`src/rtl/pipe_pkg.sv`:
```
// Shared constants for the pipeline hazard/forwarding unit: mux selects,
// scoreboard entry layout {v, rd, rf_e, ld} and the PC register index.
package pipe_pkg;

  localparam logic [1:0] FWD_RF  = 2'd0;
  localparam logic [1:0] FWD_EX  = 2'd1;
  localparam logic [1:0] FWD_MEM = 2'd2;
  localparam logic [1:0] FWD_WB  = 2'd3;

  localparam int SB_LD_BIT   = 0;
  localparam int SB_RF_E_BIT = 1;
  localparam int SB_RD_LSB   = 2;

  function automatic int sb_v_bit(input int reg_aw);
    return reg_aw + 2;
  endfunction

  function automatic int sb_entry_w(input int reg_aw);
    return reg_aw + 3;
  endfunction

  // PC is the highest register address (R15 for a 16-entry file).
  function automatic int pc_reg_idx(input int reg_aw);
    return (1 << reg_aw) - 1;
  endfunction

  localparam int PC_REG_IDX = 15;

endpackage

```
`src/rtl/hazard_sb_entry.sv`:
```
// One scoreboard stage: a plain register holding a packed {v, rd, rf_e, ld}
// entry, cleared asynchronously so no stale producer survives reset.
module hazard_sb_entry #(
  parameter int EW = 7
) (
  input  logic          clk,
  input  logic          reset,
  input  logic [EW-1:0] entry_nxt,
  output logic [EW-1:0] entry
);

  always_ff @(posedge clk or negedge reset) begin
    if (!reset) entry <= '0;
    else        entry <= entry_nxt;
  end

endmodule

```
`src/rtl/pipe_hazard_fwd_unit.sv`:
```
// Hazard and forwarding controller: tracks in-flight destinations for EX/MEM/WB,
// picks the youngest forwarding source per ID operand and raises load-use stalls.
module pipe_hazard_fwd_unit
  import pipe_pkg::*;
#(
  parameter int REG_AW     = 4,
  parameter int NUM_SRC    = 3,
  parameter int FWD_STAGES = 3,
  parameter int SEL_W      = 2,
  parameter bit EXCL_PC    = 1'b1,
  parameter int CNT_W      = 16
) (
  input  logic                      clk,
  input  logic                      reset,
  input  logic                      id_valid,
  input  logic [NUM_SRC*REG_AW-1:0] id_src_addr,
  input  logic [NUM_SRC-1:0]        id_src_used,
  input  logic [REG_AW-1:0]         id_rd,
  input  logic                      id_rf_e,
  input  logic                      id_load,
  input  logic                      flush,
  input  logic                      cnt_clr,
  output logic [NUM_SRC*SEL_W-1:0]  fwd_sel,
  output logic                      stall,
  output logic                      nop_ex,
  output logic [CNT_W-1:0]          stall_cnt
);

  localparam int EW     = sb_entry_w(REG_AW);
  localparam int V_BIT  = sb_v_bit(REG_AW);
  localparam logic [REG_AW-1:0] PC_ADDR = REG_AW'(pc_reg_idx(REG_AW));

  logic [FWD_STAGES-1:0][EW-1:0]     sb_d;
  logic [FWD_STAGES-1:0][EW-1:0]     sb_q;
  logic [EW-1:0]                     entry_head;
  logic [FWD_STAGES-1:0]             ent_v;
  logic [FWD_STAGES-1:0]             ent_rf_e;
  logic [FWD_STAGES-1:0][REG_AW-1:0] ent_rd;
  logic [NUM_SRC-1:0][FWD_STAGES-1:0] match;
  logic                              lu_hit;
  logic                              unused_ld_tail;

  // Stalled or flushed ID instructions enter EX as a bubble.
  assign entry_head = {id_valid & ~stall & ~flush, id_rd, id_rf_e, id_load};

  for (genvar g = 0; g < FWD_STAGES; g++) begin : g_sb
    if (g == 0) begin : g_head
      assign sb_d[g] = entry_head;
    end else begin : g_tail
      assign sb_d[g] = sb_q[g-1];
    end
    hazard_sb_entry #(.EW(EW)) u_entry (
      .clk       (clk),
      .reset     (reset),
      .entry_nxt (sb_d[g]),
      .entry     (sb_q[g])
    );
  end

  assign unused_ld_tail = sb_q[FWD_STAGES-1][SB_LD_BIT];

  always_comb begin
    for (int i = 0; i < FWD_STAGES; i++) begin
      ent_v[i]    = sb_q[i][V_BIT];
      ent_rf_e[i] = sb_q[i][SB_RF_E_BIT];
      ent_rd[i]   = sb_q[i][SB_RD_LSB +: REG_AW];
    end
  end

  always_comb begin
    logic [REG_AW-1:0] addr;
    logic              is_pc;
    match = '0;
    for (int k = 0; k < NUM_SRC; k++) begin
      addr  = id_src_addr[k*REG_AW +: REG_AW];
      is_pc = EXCL_PC && (addr == PC_ADDR);
      for (int i = 0; i < FWD_STAGES; i++) begin
        match[k][i] = id_src_used[k] & ent_v[i] & ent_rf_e[i] &
                      (ent_rd[i] == addr) & ~is_pc;
      end
    end
  end

  // Scan oldest to youngest so the youngest producer overrides.
  always_comb begin
    fwd_sel = '0;
    for (int k = 0; k < NUM_SRC; k++) begin
      fwd_sel[k*SEL_W +: SEL_W] = SEL_W'(FWD_RF);
      for (int i = FWD_STAGES - 1; i >= 0; i--) begin
        if (match[k][i]) fwd_sel[k*SEL_W +: SEL_W] = SEL_W'(i + 1);
      end
    end
  end

  // Only a load still in EX stalls; from MEM its data is forwardable.
  always_comb begin
    lu_hit = 1'b0;
    for (int k = 0; k < NUM_SRC; k++) lu_hit = lu_hit | match[k][0];
  end

  assign stall  = id_valid & sb_q[0][SB_LD_BIT] & lu_hit & ~flush;
  assign nop_ex = stall | flush;

  always_ff @(posedge clk or negedge reset) begin
    if (!reset)                       stall_cnt <= '0;
    else if (cnt_clr)                 stall_cnt <= '0;
    else if (stall && !(&stall_cnt))  stall_cnt <= stall_cnt + 1'b1;
  end

endmodule

```
`config.mk`:
```
export PLATFORM = sky130hd
export DESIGN_NAME = pipe_hazard_fwd_unit
export DESIGN_NICKNAME = d
export VERILOG_FILES = /design/src/rtl/pipe_pkg.sv /design/src/rtl/hazard_sb_entry.sv /design/src/rtl/pipe_hazard_fwd_unit.sv
export SDC_FILE = /design/constraint.sdc
export NUM_CORES = 1
export LEC_CHECK = 0
export CAP_MARGIN = 20
export CORE_ASPECT_RATIO = 1.5
export CORE_MARGIN = 2
export CORE_UTILIZATION = 50
export CTS_BUF_LIST = sky130_fd_sc_hd__clkbuf_8
export CTS_CLUSTER_SIZE = 8
export DETAILED_ROUTE_END_ITERATION = 16
export PLACE_DENSITY = 0.9
export SLEW_MARGIN = 30
export SYNTH_ARGS = -nofsm -noshare
export SYNTH_HDL_FRONTEND = slang
export SYNTH_SLANG_ARGS = --single-unit
```
`constraint.sdc`:
```
create_clock -name clk -period 2.4 [get_ports clk]
set_clock_uncertainty 0.05 [all_clocks]
set_input_delay 0.48 -clock clk [delete_from_list [all_inputs] [get_ports clk]]
set_output_delay 0.48 -clock clk [all_outputs]
set_load 0.01 [all_outputs]
```
; ---- Word level (Yosys, flattened, before mapping)
; Index checks and enable logic that the tools add are counted.
[word_totals]
ff_bits = 37
elab_cells = 81
[op_classes]
n_reduce_logical = 4
n_eq_ne = 12
bitwise = 49
addsub = 1
mux = 11
[op_table]
columns = operator, n
row1 = $and A1 B1 Y1, 41
row2 = $eq A4 B4 Y1, 9
row3 = $mux W16, 2
row4 = $mux W2, 9
row5 = $add A16 B1 Y16 const B, 1
row6 = $reduce_and A16 Y1, 1
row7 = $eq A4 B4 Y1 const B, 3
row8 = $not A1 Y1, 5
row9 = $or A1 B1 Y1, 3
row10 = $reduce_bool A2 Y1, 1
row11 = $logic_and A1 B1 Y1, 1
row12 = $logic_not A1 Y1, 1

; ---- Logic depth before layout (Yosys ltp)
; Gate-level depths: netlist of run 1.
[depth]
depth_word = 11
ltp_mapped = 9
ltp_nobuf = 7

; ---- By module
; A second synthesis of run 1 with hierarchy kept.
[hier_totals]
cells_unflattened = 207
area_unflattened_um2 = 2118.3
[modules_own_cells]
columns = mod, cells_per_inst, seq_area_each_um2, area_per_inst_um2, instances
row1 = pipe_hazard_fwd_unit, 186, 400.4, 1592.8, 1
row2 = hazard_sb_entry, 7, 175.2, 175.2, 3

; ---- Least setup slack after synthesis of run 1
; Ideal clock, no wire load.
[synth_timing]
path_type = in2out
from = in id_src_addr[4]
to = out stall
arrival_time_ns = 1.700
n_path_buf = 0
cell_stages = 4
path_slack_ns = 0.170
required_time_ns = 1.870
path_cell_list = xnor2_1 nand3_1 or4_1 a311oi_1
[synth_between]
elab_chain_len = 7
word_cells_on_any_way = 9
[synth_lines]
columns = item, line
row1 = start: declaration, pipe_hazard_fwd_unit.sv:16  ; input logic [NUM_SRC*REG_AW-1:0] id_src_addr,
row2 = $eq A4 B4 Y1 (on tied branches), "pipe_hazard_fwd_unit.sv:79, pipe_hazard_fwd_unit.sv:76"
row3 = $and A1 B1 Y1 or $not A1 Y1 (tied branches), "pipe_hazard_fwd_unit.sv:78, pipe_hazard_fwd_unit.sv:79"
row4 = $and A1 B1 Y1 (*), pipe_hazard_fwd_unit.sv:79  ; (ent_rd[i] == addr) & ~is_pc;
row5 = $or A1 B1 Y1 (*) (2 in a row), pipe_hazard_fwd_unit.sv:98  ; for (int k = 0; k < NUM_SRC; k++) lu_hit = lu_hit | match[k][0];
row6 = $and A1 B1 Y1 (*) (2 in a row), pipe_hazard_fwd_unit.sv:101  ; assign stall = id_valid & sb_q[0][SB_LD_BIT] & lu_hit & ~flush;
row7 = end: declaration, pipe_hazard_fwd_unit.sv:24  ; output logic stall,
; Mark *: on every way between the ends. The rest lies on a longest branch, timed or not.

; ---- Worst setup path in the final report of run 1
[layout_timing]
from = reg g_sb[0].u_entry.entry[3]
to = out nop_ex
[layout_between]
elab_chain_len = 8
word_cells_on_any_way = 14
[layout_lines]
columns = item, line
row1 = start: declaration, hazard_sb_entry.sv:9  ; output logic [EW-1:0] entry
row2 = start signal: assignment, hazard_sb_entry.sv:14  ; else entry <= entry_nxt;
row3 = $eq A4 B4 Y1, pipe_hazard_fwd_unit.sv:79
row4 = $and A1 B1 Y1, pipe_hazard_fwd_unit.sv:78  ; match[k][i] = id_src_used[k] & ent_v[i] & ent_rf_e[i] &
row5 = $and A1 B1 Y1, pipe_hazard_fwd_unit.sv:79
row6 = $or A1 B1 Y1, pipe_hazard_fwd_unit.sv:98
row7 = $or A1 B1 Y1 (*), pipe_hazard_fwd_unit.sv:98
row8 = $and A1 B1 Y1 (*) (2 in a row), pipe_hazard_fwd_unit.sv:101
row9 = $or A1 B1 Y1 (*), pipe_hazard_fwd_unit.sv:102  ; assign nop_ex = stall | flush;
row10 = end: declaration, pipe_hazard_fwd_unit.sv:25  ; output logic nop_ex,
; Marks and branches as above.

==> run summary, run 1 <==
The flow ran to the end, but the final reports show violations. The final reports fail on setup timing. TritonCTS built the clock tree. For the floorplan die area, the log shows 4360 um2. Counting flops and latches in the post-synthesis netlist gives 35.

Hold repair after CTS inserted 0 buffers. The repair_antennas step left the layout with diodes totalling 0. After global routing the overflow that remains totals 0. The largest vdd supply drop is 477 uV, and the number of distinct library cells after synthesis is 31. The run gives 9630 um as the first-pass GRT wire length.

In this run, placement finished with an instance count of 321. For this run, the number of Yosys warnings is 0. The share of the Yosys chip area taken by registers is 45.7%.

The cell count after synthesis is 201, and the headroom to the max-slew limit is 42.9%. Kind of start point of the critical path: a register. After the flow finishes, the layout carries non-filler instances totaling 344.

The clock net in this run drives a total of 35 sinks. The top cell types in the final layout, fill and taps aside, are 33 x sky130_fd_sc_hd__buf_4, 29 x sky130_fd_sc_hd__dfrtp_1, 28 x sky130_fd_sc_hd__clkdlybuf4s50_1, 17 x sky130_fd_sc_hd__buf_6. The worst setup path is of the register to output pin kind.

The via count of the first global-routing pass was 2050. For the number of H-tree levels, the log shows 2. Across the run, the number of max-cap violations was 0. Setup violations remaining at the end of the flow were counted as 22. The number of antenna violations at the first check in global routing was 0; the number of buffers inserted during clock tree synthesis was 5. Final-layout worst hold slack: 352 ps.

In the global route stage, overall resource usage came out at 31.9%. For the setup slack of the critical path after layout, the log shows -366 ps. The slowest stage of the critical path is the sky130_fd_sc_hd__or4_4 cell. The congestion estimate from routability-driven global placement came to 0.834. The routed layout has 2306 vias.

After floorplanning, the core was divided into 27 placement rows. The average footprint of a synthesized cell works out to 9.54 um2. The top fanout value on the critical path was 4; the number of buffers and inverters on the critical path was 2. The leakage power is 1.36 nW. The family with the most delay on the worst path is simple AND/OR/NAND/NOR gates. The post-DP HPWL is 3990 um.

Setup repair after global routing could not meet its margin everywhere. The cell sitting at the root of the clock tree is a sky130_fd_sc_hd__clkbuf_8. For this block, the routed nets add up to 9340 um of wire. The floorplan step defined a core boundary enclosing 3680 um2.

The number of nets handed over by synthesis was 228. Once detail routing completed, the nets flagged for antenna violations numbered 0. Power spread over the standard cell area amounts to 412 nW/um2. After synthesis the cells add up to 1920 um2.

The floorplan step set the die height to 79.8 um. For flop-to-flop paths, the worst setup slack is -170 ps. After layout, the design draws a total of 0.00139 W. The logs give 2 for the maximum clock insertion buffer count and 0 for the DRC violations left. The layout cell share with drive strength beyond 1 was 48.2%; the max-slew violation count was 0. Data arrives at the worst endpoint at 2240 ps. At the later pin of the worst-skew pair, clock insertion delay measures 290 ps. The transition time of the tightest slew-check pin is 853 ps, and the detail-routed via count per cell is 6.70.

The largest single stage delay on the critical path is 600 ps. The worst setup path is captured at an output pin. The tools report the final-report hold violation count as 0.

The data required time of the worst path is 1870 ps, and the summed negative setup slack over all endpoints is -3160 ps. The chip width came out at 54.6 um. Derived from the worst setup path, the maximum achievable clock frequency is 362 MHz. The port buffer count was 49; the starting density of the core was 52.1%. For the top-level I/O count, the log shows 50. The final-stage net count was 328. The first routing iteration left 187 violations. The class of the worst hold path was register to register.

After detailed routing, the average wire length per cell comes to 27.2 um. In the finished design, the share of the clock period the worst path needs comes to 115%. The pre-antenna-repair detailed-routing pass consisted of 5 iterations. From synthesis to final layout, the design area changed by 76.2%. The clock edge transition at the registers on the reported setup and hold paths was 70 ps. The final critical delay including setup and external delays is 2770 ps. Leaving out fill and tap cells, the most frequent cell in the layout is sky130_fd_sc_hd__buf_4. Entering global routing, the biggest net connects 36 pins.

The signal on the critical path passes through buf_6 -> xnor2_2 -> nand2_1 -> or4_4 -> a31oi_4 -> a21o_1 -> buf_2.
## final cells by class
cell class / count / area, um2
multi-input cells: 158 / 1480
repair buffers: 99 / 861
flip-flops and latches: 35 / 883
well taps: 43 / 53.8
fillers: 146 / 305
inverters: 2 / 7.51
clock inverters: 1 / 5.00
clock buffers: 6 / 82.6
## path summary, 6_finish.rpt
kind / start / to / cells after the start
setup / recovery: g_sb[0].u_entry.entry[3]$_DFF_PN0_ / nop_ex / 7
hold / removal: g_sb[1].u_entry.entry[6]$_DFF_PN0_ / g_sb[2].u_entry.entry[6]$_DFF_PN0_ / 0
setup reg to reg: g_sb[0].u_entry.entry[3]$_DFF_PN0_ / stall_cnt[15]$_DFFE_PN0P_ / 11
hold reg to reg: g_sb[1].u_entry.entry[6]$_DFF_PN0_ / g_sb[2].u_entry.entry[6]$_DFF_PN0_ / 0
max in group asynchronous: reset / g_sb[0].u_entry.entry[5]$_DFF_PN0_ / 2
min in group asynchronous: reset / stall_cnt[10]$_DFFE_PN0P_ / 2
## worst register-to-register path: stages, from the launching register on
cell and delay [ps]:
sky130_fd_sc_hd__dfrtp_2 470, sky130_fd_sc_hd__buf_6 150, sky130_fd_sc_hd__xnor2_2 140, sky130_fd_sc_hd__nand2_1 110
sky130_fd_sc_hd__buf_4 150, sky130_fd_sc_hd__buf_6 110, sky130_fd_sc_hd__nor4_4 370, sky130_fd_sc_hd__o311ai_4 160
sky130_fd_sc_hd__buf_4 180, sky130_fd_sc_hd__buf_6 130, sky130_fd_sc_hd__or3_4 320, sky130_fd_sc_hd__a21oi_2 140
## flip-flops by register name, indices dropped and copies added, names as in the netlist
register / count
stall_cnt: 16
g_sb.u_entry.entry: 19
## synth_stat cells
library cell	number	share of area, %
sky130_fd_sc_hd__a31oi_2	1	0.65
sky130_fd_sc_hd__ha_1	1	0.65
sky130_fd_sc_hd__o311ai_1	1	0.46
sky130_fd_sc_hd__xor2_1	9	4.1
sky130_fd_sc_hd__clkbuf_1	3	0.59
sky130_fd_sc_hd__or2_2	2	0.65
sky130_fd_sc_hd__or4_1	9	3.5
sky130_fd_sc_hd__clkbuf_2	1	0.26
sky130_fd_sc_hd__a21oi_1	16	4.2
sky130_fd_sc_hd__nand4_1	5	1.6
sky130_fd_sc_hd__nor4_2	1	0.65
sky130_fd_sc_hd__o21ai_0	9	2.3
sky130_fd_sc_hd__a21o_1	1	0.39
sky130_fd_sc_hd__buf_1	1	0.20
sky130_fd_sc_hd__nand2_1	15	2.9
sky130_fd_sc_hd__nor4_1	6	2.0
sky130_fd_sc_hd__or3_1	10	3.3
sky130_fd_sc_hd__inv_1	2	0.39
sky130_fd_sc_hd__buf_2	1	0.26
sky130_fd_sc_hd__xnor2_1	28	13
sky130_fd_sc_hd__a311oi_1	1	0.46
sky130_fd_sc_hd__dfrtp_1	35	46
sky130_fd_sc_hd__nor2_1	9	1.8
sky130_fd_sc_hd__and3_1	1	0.33
sky130_fd_sc_hd__o31ai_1	5	2.0
sky130_fd_sc_hd__a41oi_1	1	0.46
sky130_fd_sc_hd__nand2b_1	2	0.65
sky130_fd_sc_hd__nand3_1	18	4.7
sky130_fd_sc_hd__nor3_1	5	1.3
sky130_fd_sc_hd__o41ai_1	1	0.46
sky130_fd_sc_hd__nor2b_1	1	0.33
## logic make-up after synthesis
family | share of synthesized area, %
simple gates | 23.7
buf+inv | 1.70
flops | 45.7
xor+xnor | 16.9
compound gates | 11.4
fa+ha+maj | 0.653
## stage by stage
step	util, %	setup slack, ps	cell area [um2]
5_1_grt	91.7	-418	3380
2_1_floorplan	-	170	1920
4_1_cts	80.5	-262	2960
3_3_place_gp	73.3	-844	2700
6_report	91.7	-366	3380
3_5_place_dp	73.3	-885	2700
## power breakdown
group          internal (W)  leakage (nW)  switching [W]  total (W)
Sequential         0.000607         0.443      0.0000275   0.000635
Combinational      0.000155         0.866       0.000162   0.000317
Clock              0.000225        0.0470       0.000215   0.000440
## routing by layer
| metal | part of all wire (%) | GRT usage [%] | vias to the layer above |
|---|---|---|---|
| met1 | 32 | 32.1 | 1109 |
| met2 | 49 | 59.5 | 199 |
| met4 | 8.3 | 15.8 | 0 |
| met3 | 10 | 4.87 | 66 |
| met5 | 0 | 0 | - |
| li1 | - | - | 932 |
## what timing repair did
action | in CTS | in global routing
cloned | 0 | 2
pin swaps | 15 | 39
endpoints found under the setup margin | 23 | 21
gates resized for setup | 84 | 87
setup buffers | 8 | 6
(Power assumes the default switching activity.)
==> run 2: changes to the inputs <==
--- a/config.mk
+++ b/config.mk
@@ -7,2 +7,3 @@
 export LEC_CHECK = 0
+export ABC_AREA = 1
 export CAP_MARGIN = 20
@@ -10,3 +11,3 @@
 export CORE_MARGIN = 2
-export CORE_UTILIZATION = 50
+export CORE_UTILIZATION = 51
 export CTS_BUF_LIST = sky130_fd_sc_hd__clkbuf_8
@@ -14,3 +15,3 @@
 export DETAILED_ROUTE_END_ITERATION = 16
-export PLACE_DENSITY = 0.9
+export PLACE_DENSITY = 0.88
 export SLEW_MARGIN = 30
--- a/constraint.sdc
+++ b/constraint.sdc
@@ -4,2 +4,2 @@
 set_output_delay 0.48 -clock clk [all_outputs]
-set_load 0.01 [all_outputs]
+set_load 0.05 [all_outputs]
==> run 2 against run 1 <==
Against the previous run:
- the flow now finishes without violations
- clock-buffer cell count grew 1
- worst setup slack improved by 440 ps
- cell area fell by 3.6%
- non-clock buffer count fell by 33
- critical path depth is 1 higher
- synthesized cell count grew 70%
- via count rose by 6.7%
- core utilization down 20 points
==> run summary, run 2 <==
The run finished with clean final reports. The library cell appearing most often on the critical path was sky130_fd_sc_hd__nand3_1. In the synthesized netlist the async set-or-reset flop fraction comes to 100%. The layout cell share with drive strength beyond 1 is 22.2%. The commonest cells after synthesis are 90 x sky130_fd_sc_hd__nand2_1, 54 x sky130_fd_sc_hd__nor2_1, 35 x sky130_fd_sc_hd__dfrtp_1.

The worst-case IR drop observed on VDD is 310 uV. The number of antenna violations at the first check in global routing is 0. The cell count after synthesis came out at 341. For this configuration, the core starts out at a cell density of 52.8%.

The tools report the clock tree root buffer cell as sky130_fd_sc_hd__clkbuf_8. STA classifies the critical path endpoint as an output pin. The most common cell in the synthesized netlist is sky130_fd_sc_hd__nand2_1. The floorplan step defined a die boundary enclosing 5270 um2. Antenna diode count: 0. The number of buffers inserted during clock tree synthesis was 5.

The tree built by TritonCTS fans out to 35 sinks. The signal on the critical path passes through clkdlybuf4s50_1 -> nand3_1 -> nor2_1 -> nand3_2 -> nand3_4 -> nand3_1 -> inv_2 -> buf_12. The analysis attributes to cell leakage a power of 1.55 nW. The site row count is 30, and the share of Yosys cell area claimed by the top area cell type is 36.6%. Global routing finished with a remaining overflow of 0.

At the worst endpoint, the arrival time is 1790 ps. STA puts the critical path data required time at 1870 ps. The die is 88.0 um tall. Highest-delay cell along the critical path: sky130_fd_sc_hd__clkdlybuf4s50_1.

The via count of the first global-routing pass was 2509; the synthesis-to-layout area growth was 35.9%. After layout, the worst path uses 96.9% of the clock period. The cell count along the critical path is 8.

The first global-routing pass estimated 10800 um of wire. The register with the most flip-flops in the final layout is g_sb.u_entry.entry. In the routed layout, each cell is associated on average with a via count of 5.19.

The class of the worst hold path was register to register. Dividing the detail-routed wire length by the instance count gives 13.6 um. The detail route stage leaves a number of antenna-violating nets equal to 0. No sink is reached through more buffers than the 2 on the longest clock path. In this run, synthesis inferred 0 flip-flops with an integrated enable. Area of the mapped netlist: 2400 um2. Setup violations remaining at the end of the flow were counted as 0.

Buffers placed on the I/O ports in this run total 49. The max-slew violation count was 0. TritonCTS built the clock tree. When the netlist entered floorplanning its net count stood at 368.

Summing over every cut layer, the via total after detailed routing is 2461. The number of buffers and inverters on the critical path is 3, and the logic depth of the worst register-to-register path is 10. The logs give 0 for the DRC violations left and 290 ps for the clock latency reported for the late side of the worst-skew pair. The logs give 36.6% for the sequential fraction of the synthesis area and 4540 um2 for the core area. The routed design has 6430 um of wire.

The top-level I/O count was 50. The number of iterations in the first detailed-routing pass came out at 4. In the final design database the tool counted 436 nets. The kind of start point of the critical path is an input port. At the end of routability-driven placement, the weighted congestion stood at 0.951.

The chip width was 60.0 um. The delay contributed by the slowest stage of the critical path came out at 510 ps. At the pin with the least slew margin, the transition time is 503 ps. The library cells used most frequently in the layout, excluding fill and tap cells, are 89 x sky130_fd_sc_hd__nand2_1, 51 x sky130_fd_sc_hd__nor2_1, 35 x sky130_fd_sc_hd__dfrtp_1, 30 x sky130_fd_sc_hd__inv_1, 28 x sky130_fd_sc_hd__clkdlybuf4s50_1.

Sorting the synthesized cells by area gives the leading types as sky130_fd_sc_hd__dfrtp_1 37%, sky130_fd_sc_hd__nand2_1 14%, sky130_fd_sc_hd__nor2_1 8.5%. The worst hold path was traced through 0 stages. In the synthesized netlist the dominant register cell turns out to be sky130_fd_sc_hd__dfrtp_1. The run gives 66.4% as the headroom to the max-slew limit. For this block, the initial DRC count from the detailed router was 194. The largest registers in the layout are g_sb.u_entry.entry (19), stall_cnt (16).

For the final routed database, the setup TNS stands at 0 ps. The logs give 26.9% for the global-route usage over all layers and 0 for the number of warning messages in the yosys log. The clock edge transition at the registers on the reported setup and hold paths is 70 ps, and the flip-flop count of the largest register, all copies and words added is 19. The most common cell after layout, fill and taps aside was sky130_fd_sc_hd__nand2_1. In this run the number of H-tree levels came out at 2. Along the worst path, the maximum fanout reaches 3. The top achievable clock speed came out at 430 MHz.

Classification of the worst setup path: input port to output pin. Counting distinct cell types in the post-synthesis netlist gives 32. Summed over all instances, the cell type with the most area after synthesis is sky130_fd_sc_hd__dfrtp_1. The final-report hold violation count was 0. Entering global routing, the biggest net connects 36 pins. The count of state elements after synthesis is 35, and the total of max-cap violations is 0. Average footprint of a synthesized cell: 7.03 um2. For the post-DP HPWL, the log shows 4920 um.

After layout, the design draws a total of 0.00136 W. The power per standard cell area was 418 nW/um2; the final critical delay including setup and external delays was 2320 ps. On the critical path the largest part of the delay comes from buffers and inverters.
-- run 2: cell count changes after synthesis, sizes merged, moves of 5 or more --
| cell | previous run | this run |
|---|---|---|
| nor2 | 9 | 59 |
| xnor2 | 28 | 4 |
| o21ai | 9 | 4 |
| nand2 | 15 | 113 |
| nor3 | 5 | 11 |
| or4 | 9 | 0 |
| inv | 2 | 42 |
| a21oi | 16 | 3 |
| o31ai | 5 | 0 |
| or3 | 10 | 0 |
| nand3 | 18 | 31 |
-- run 2: final timing paths --
kind | from | end | slack [ps]
worst max-delay path | id_src_used[0] | stall | 80
worst min-delay path | g_sb[1].u_entry.entry[6]$_DFF_PN0_ | g_sb[2].u_entry.entry[6]$_DFF_PN0_ | 330
worst max register to register | stall_cnt[0]$_DFFE_PN0P_ | stall_cnt[5]$_DFFE_PN0P_ | 530
worst min register to register | g_sb[1].u_entry.entry[6]$_DFF_PN0_ | g_sb[2].u_entry.entry[6]$_DFF_PN0_ | 330
max in group asynchronous | reset | g_sb[2].u_entry.entry[6]$_DFF_PN0_ | 1410
min in group asynchronous | reset | g_sb[2].u_entry.entry[4]$_DFF_PN0_ | 560
-- run 2: worst reg2reg max path: stages (launching register included) --
cell and delay (ps):
sky130_fd_sc_hd__dfrtp_1 420, sky130_fd_sc_hd__ha_1 220, sky130_fd_sc_hd__nand2_2 90, sky130_fd_sc_hd__nor2_4 150, sky130_fd_sc_hd__nand3_2 110, sky130_fd_sc_hd__nor2_4 110
sky130_fd_sc_hd__nand3_2 90, sky130_fd_sc_hd__nand4_4 130, sky130_fd_sc_hd__buf_4 230, sky130_fd_sc_hd__nand3_1 120, sky130_fd_sc_hd__nand2_2 80
-- run 2: logic make-up after synthesis --
family	count (synthesis)	share of synthesized area, %
simple gates	228	45.2
compound gates	17	4.33
buf+inv	48	9.03
flops	35	36.6
fa+ha+maj	1	0.522
xor+xnor	12	4.39
-- run 2: area by class of cell --
type | instances | area, um2
Clock buffer | 7 | 96.3
Multi-Input combinational cell | 258 | 1350
Inverter | 43 | 161
Timing Repair Buffer | 66 | 686
Fill cell | 381 | 1280
Clock inverter | 1 | 3.75
Tap cell | 64 | 80.1
Sequential cell | 35 | 876
-- run 2: where the power goes --
part | internal [W] | switching [W] | leakage (nW)
Combinational | 0.000105 | 0.000150 | 1.05
Clock | 0.000258 | 0.000206 | 0.0557
Sequential | 0.000612 | 0.0000296 | 0.447
-- run 2: layer usage --
layer  GRT usage, %  vias to the layer above  share of wire (%)
met5              0                        -                  0
met4           12.1                        0                2.4
met3           3.84                       17                4.4
met2           50.7                       96                 56
met1           28.4                     1136                 37
li1               -                     1212                  -
-- run 2: stage by stage --
stage	hold slack (ps)	instance area, um2	utilization [%]	setup WS (ps)	cells
final	329	3260	71.7	75.4	474
after global routing	337	3260	71.7	-41.5	474
after CTS	331	3240	71.3	28.6	474
after detailed placement	315	3100	68.3	-155	464
after global placement	308	3100	68.3	-131	464
after floorplan	134	2400	-	163	341
-- run 2: timing repair --
| action | CTS | global route |
|---|---|---|
| hold buffers | 0 | 0 |
| gates resized for setup | 22 | 7 |
| setup buffers | 2 | 0 |
| pin swaps | 8 | 7 |
| gates cloned | 0 | 0 |
| setup endpoints to repair | 8 | 6 |
==> run 3: changes to the inputs <==
--- a/config.mk
+++ b/config.mk
@@ -8,2 +8,3 @@
 export ABC_AREA = 1
+export ABC_CLOCK_PERIOD_IN_PS = 2700
 export CAP_MARGIN = 20
==> constraint.sdc (replaced) <==
create_clock -name clk -period 2.7 [get_ports clk]
set_clock_uncertainty 0.05 [all_clocks]
set_input_delay 0.54 -clock clk [delete_from_list [all_inputs] [get_ports clk]]
set_output_delay 0.54 -clock clk [all_outputs]
set_load 0.005 [all_outputs]
==> run 3 against run 2 <==
Against the previous run:
- sequential cell count did not move
- sequential power is 12% lower
- power fell by 7.3%
- sequential share of layout area grew 0.54 points
- worst hold slack improved by 9.9 ps
- cell count increased by 0.63%
- non-clock buffer count is 3 higher
- core utilization fell by 1.4 points
- worst setup slack is essentially flat
- clock power rose by 6.0%
- via count increased by 2.7%
- critical endpoint is now fwd_sel[3]
- highest routed layer unchanged
==> run summary, run 3 (synthesized netlist as in run 2, its figures left out) <==
Dividing the detail-routed wire length by the instance count gives 14.2 um. Adding up every negative setup slack in the final design gives 0 ps. Clock-pin slew was measured on the worst setup and hold paths at 70 ps. The synthesis-to-layout area growth works out to 33.3%. The run finished with clean final reports.

The core area was 4540 um2; the layout cell share with drive strength beyond 1 was 20.1%. For the post-route core utilization, the log shows 70.3%. g_sb.u_entry.entry holds more flip-flops than any other register.

Global routing finished with a remaining overflow of 0. Leaving out fill and tap cells, the most frequent cell in the layout is sky130_fd_sc_hd__nand2_1. For this run, design rule violations remaining after detail routing come to 0. The number of antenna diodes in the final layout is 0.

Pin placement for this block handled 50 I/O pins. The run gives 4 as the number of iterations in the first detailed-routing pass. Entering global routing, the biggest net connects 36 pins. The first routing iteration left 216 violations. The run gives 0 as the remaining number of nets flagged by the antenna check after routing.

STA classifies the critical path endpoint as an output pin. Final-stage net count: 439. The congestion estimate from routability-driven global placement came to 0.929. The clock period could shrink to 2620 ps. The run gives 2 as the number of H-tree levels.

Max-cap violations in this run came to 0. The floorplan step defined a die boundary enclosing 5270 um2. The top cell types in the final layout, fill and taps aside, are 90 x sky130_fd_sc_hd__nand2_1, 50 x sky130_fd_sc_hd__nor2_1, 35 x sky130_fd_sc_hd__dfrtp_1, 33 x sky130_fd_sc_hd__inv_1, 29 x sky130_fd_sc_hd__clkdlybuf4s50_1. The first global-routing pass estimated 10900 um of wire. The die boundary height was 88.0 um. The overall via count from detail_route was 2528. The final layout contains routed wiring with a total length of 6760 um.

The top fanout value on the critical path was 5; the final-report setup violation count was 0. Data on the critical path is required at its endpoint by 2110 ps. TritonCTS built the clock tree.

The starting density of the core came out at 52.8%. The tools report the final-layout worst hold slack as 339 ps. Kind of start point of the critical path: an input port.

The clock tree root buffer cell was sky130_fd_sc_hd__clkbuf_8. The worst hold path belongs to the class register to register. For the maximum clock insertion buffer count, the log shows 2.

The max-slew violation count was 0; the final period utilization was 97.2%. After layout, the worst setup slack is 75.3 ps. The classification of the worst setup path is input port to output pin. In this run the core area contains 30 standard-cell rows. The clock net in this run drives a total of 35 sinks. The post-DP HPWL is 5030 um, and the pre-CTS setup slack is -382 ps.

The run gives 473 uV as the largest vdd supply drop. In this run the tightest slew margin relative to its limit is 61.5%. The leakage power was 1.57 nW. The final-report hold violation count is 0.

The via count of the first global-routing pass was 2487. The detail-routed via count per cell is 5.30. In the final layout, the registers with the most flip-flops are g_sb.u_entry.entry (19), stall_cnt (16). For the global-route usage over all layers, the log shows 27.5%.

The tools report the number of antenna violations at the first check in global routing as 0. The clock latency reported for the late side of the worst-skew pair is 290 ps. The register with the most flip-flops in the layout has 19 of them.

The number of hold buffers added after CTS was 0; the top achievable clock speed was 381 MHz. The die is 60.0 um wide. At the pin with the least slew margin, the transition time is 574 ps. The endpoint arrival time on the critical path came out at 2030 ps. The number of buffers inserted during clock tree synthesis is 5. For this design the ratio of total power to cell area is 395 nW/um2. Buffers placed on the I/O ports in this run total 49.
## run 3: cell types whose count changed in the layout (fill, tap and decap cells not counted), moves of 2 or more
cell / before / now
sky130_fd_sc_hd__buf_12: 8 / 0
sky130_fd_sc_hd__inv_2: 13 / 9
sky130_fd_sc_hd__a21boi_2: 3 / 0
sky130_fd_sc_hd__buf_4: 17 / 20
sky130_fd_sc_hd__clkbuf_2: 0 / 3
sky130_fd_sc_hd__dlygate4sd2_1: 12 / 15
sky130_fd_sc_hd__inv_1: 30 / 33
sky130_fd_sc_hd__a21boi_0: 0 / 2
## run 3: path summary, 6_finish.rpt
check	startpoint	endpoint	slack, ps	cells past startpoint
worst min-delay path	g_sb[1].u_entry.entry[1]$_DFF_PN0_	g_sb[2].u_entry.entry[1]$_DFF_PN0_	340	0
worst max-delay path	id_src_addr[6]	fwd_sel[3]	80	8
worst max register to register	g_sb[0].u_entry.entry[5]$_DFF_PN0_	stall_cnt[6]$_DFFE_PN0P_	680	12
worst min register to register	g_sb[1].u_entry.entry[1]$_DFF_PN0_	g_sb[2].u_entry.entry[1]$_DFF_PN0_	340	0
min in group asynchronous	reset	g_sb[1].u_entry.entry[4]$_DFF_PN0_	620	2
max in group asynchronous	reset	stall_cnt[1]$_DFFE_PN0P_	1660	2
## run 3: layer usage
layer / track usage, % / part of all wire (%)
met1: 27.1 / 36
met2: 52.8 / 57
met3: 4.14 / 4.0
met4: 14.1 / 3.2
met5: 0 / 0
## run 3: cell type report
| class | instances | area, um2 |
|---|---|---|
| fill | 397 | 1350 |
| clock inverter | 2 | 35.0 |
| timing repair buffer | 69 | 609 |
| clock buffer | 6 | 82.6 |
| multi-input combinational | 258 | 1350 |
| inverter | 43 | 161 |
| tap | 64 | 80.1 |
| sequential | 35 | 876 |
## run 3: critical path: stages
cell and delay (ps):
sky130_fd_sc_hd__dlygate4sd2_1 300, sky130_fd_sc_hd__inv_2 80, sky130_fd_sc_hd__buf_4 100, sky130_fd_sc_hd__o22ai_1 70, sky130_fd_sc_hd__nor2_1 130, sky130_fd_sc_hd__nand4_1 130, sky130_fd_sc_hd__a21boi_1 180, sky130_fd_sc_hd__clkdlybuf4s50_1 510
## run 3: timing repair
item,CTS,global route
setup endpoints to repair,8,4
gates cloned,0,0
resized for setup,26,12
endpoints found under the hold margin,0,0
setup buffers,4,2
pin swaps,8,4
## run 3: through the flow
stage	total power [W]	area [um2]	cells
6_report	0.00126	3190	477
5_1_grt	0.00131	3190	477
4_1_cts	0.00126	3170	475
3_5_place_dp	0.000779	3020	463
3_3_place_gp	0.000772	3020	463
2_1_floorplan	0.000668	2400	341
## run 3: power breakdown
group | switching (W) | internal [W] | total [W]
registers | 0.0000242 | 0.000544 | 0.000568
clock network | 0.000193 | 0.000299 | 0.000492
logic | 0.000114 | 0.0000881 | 0.000202
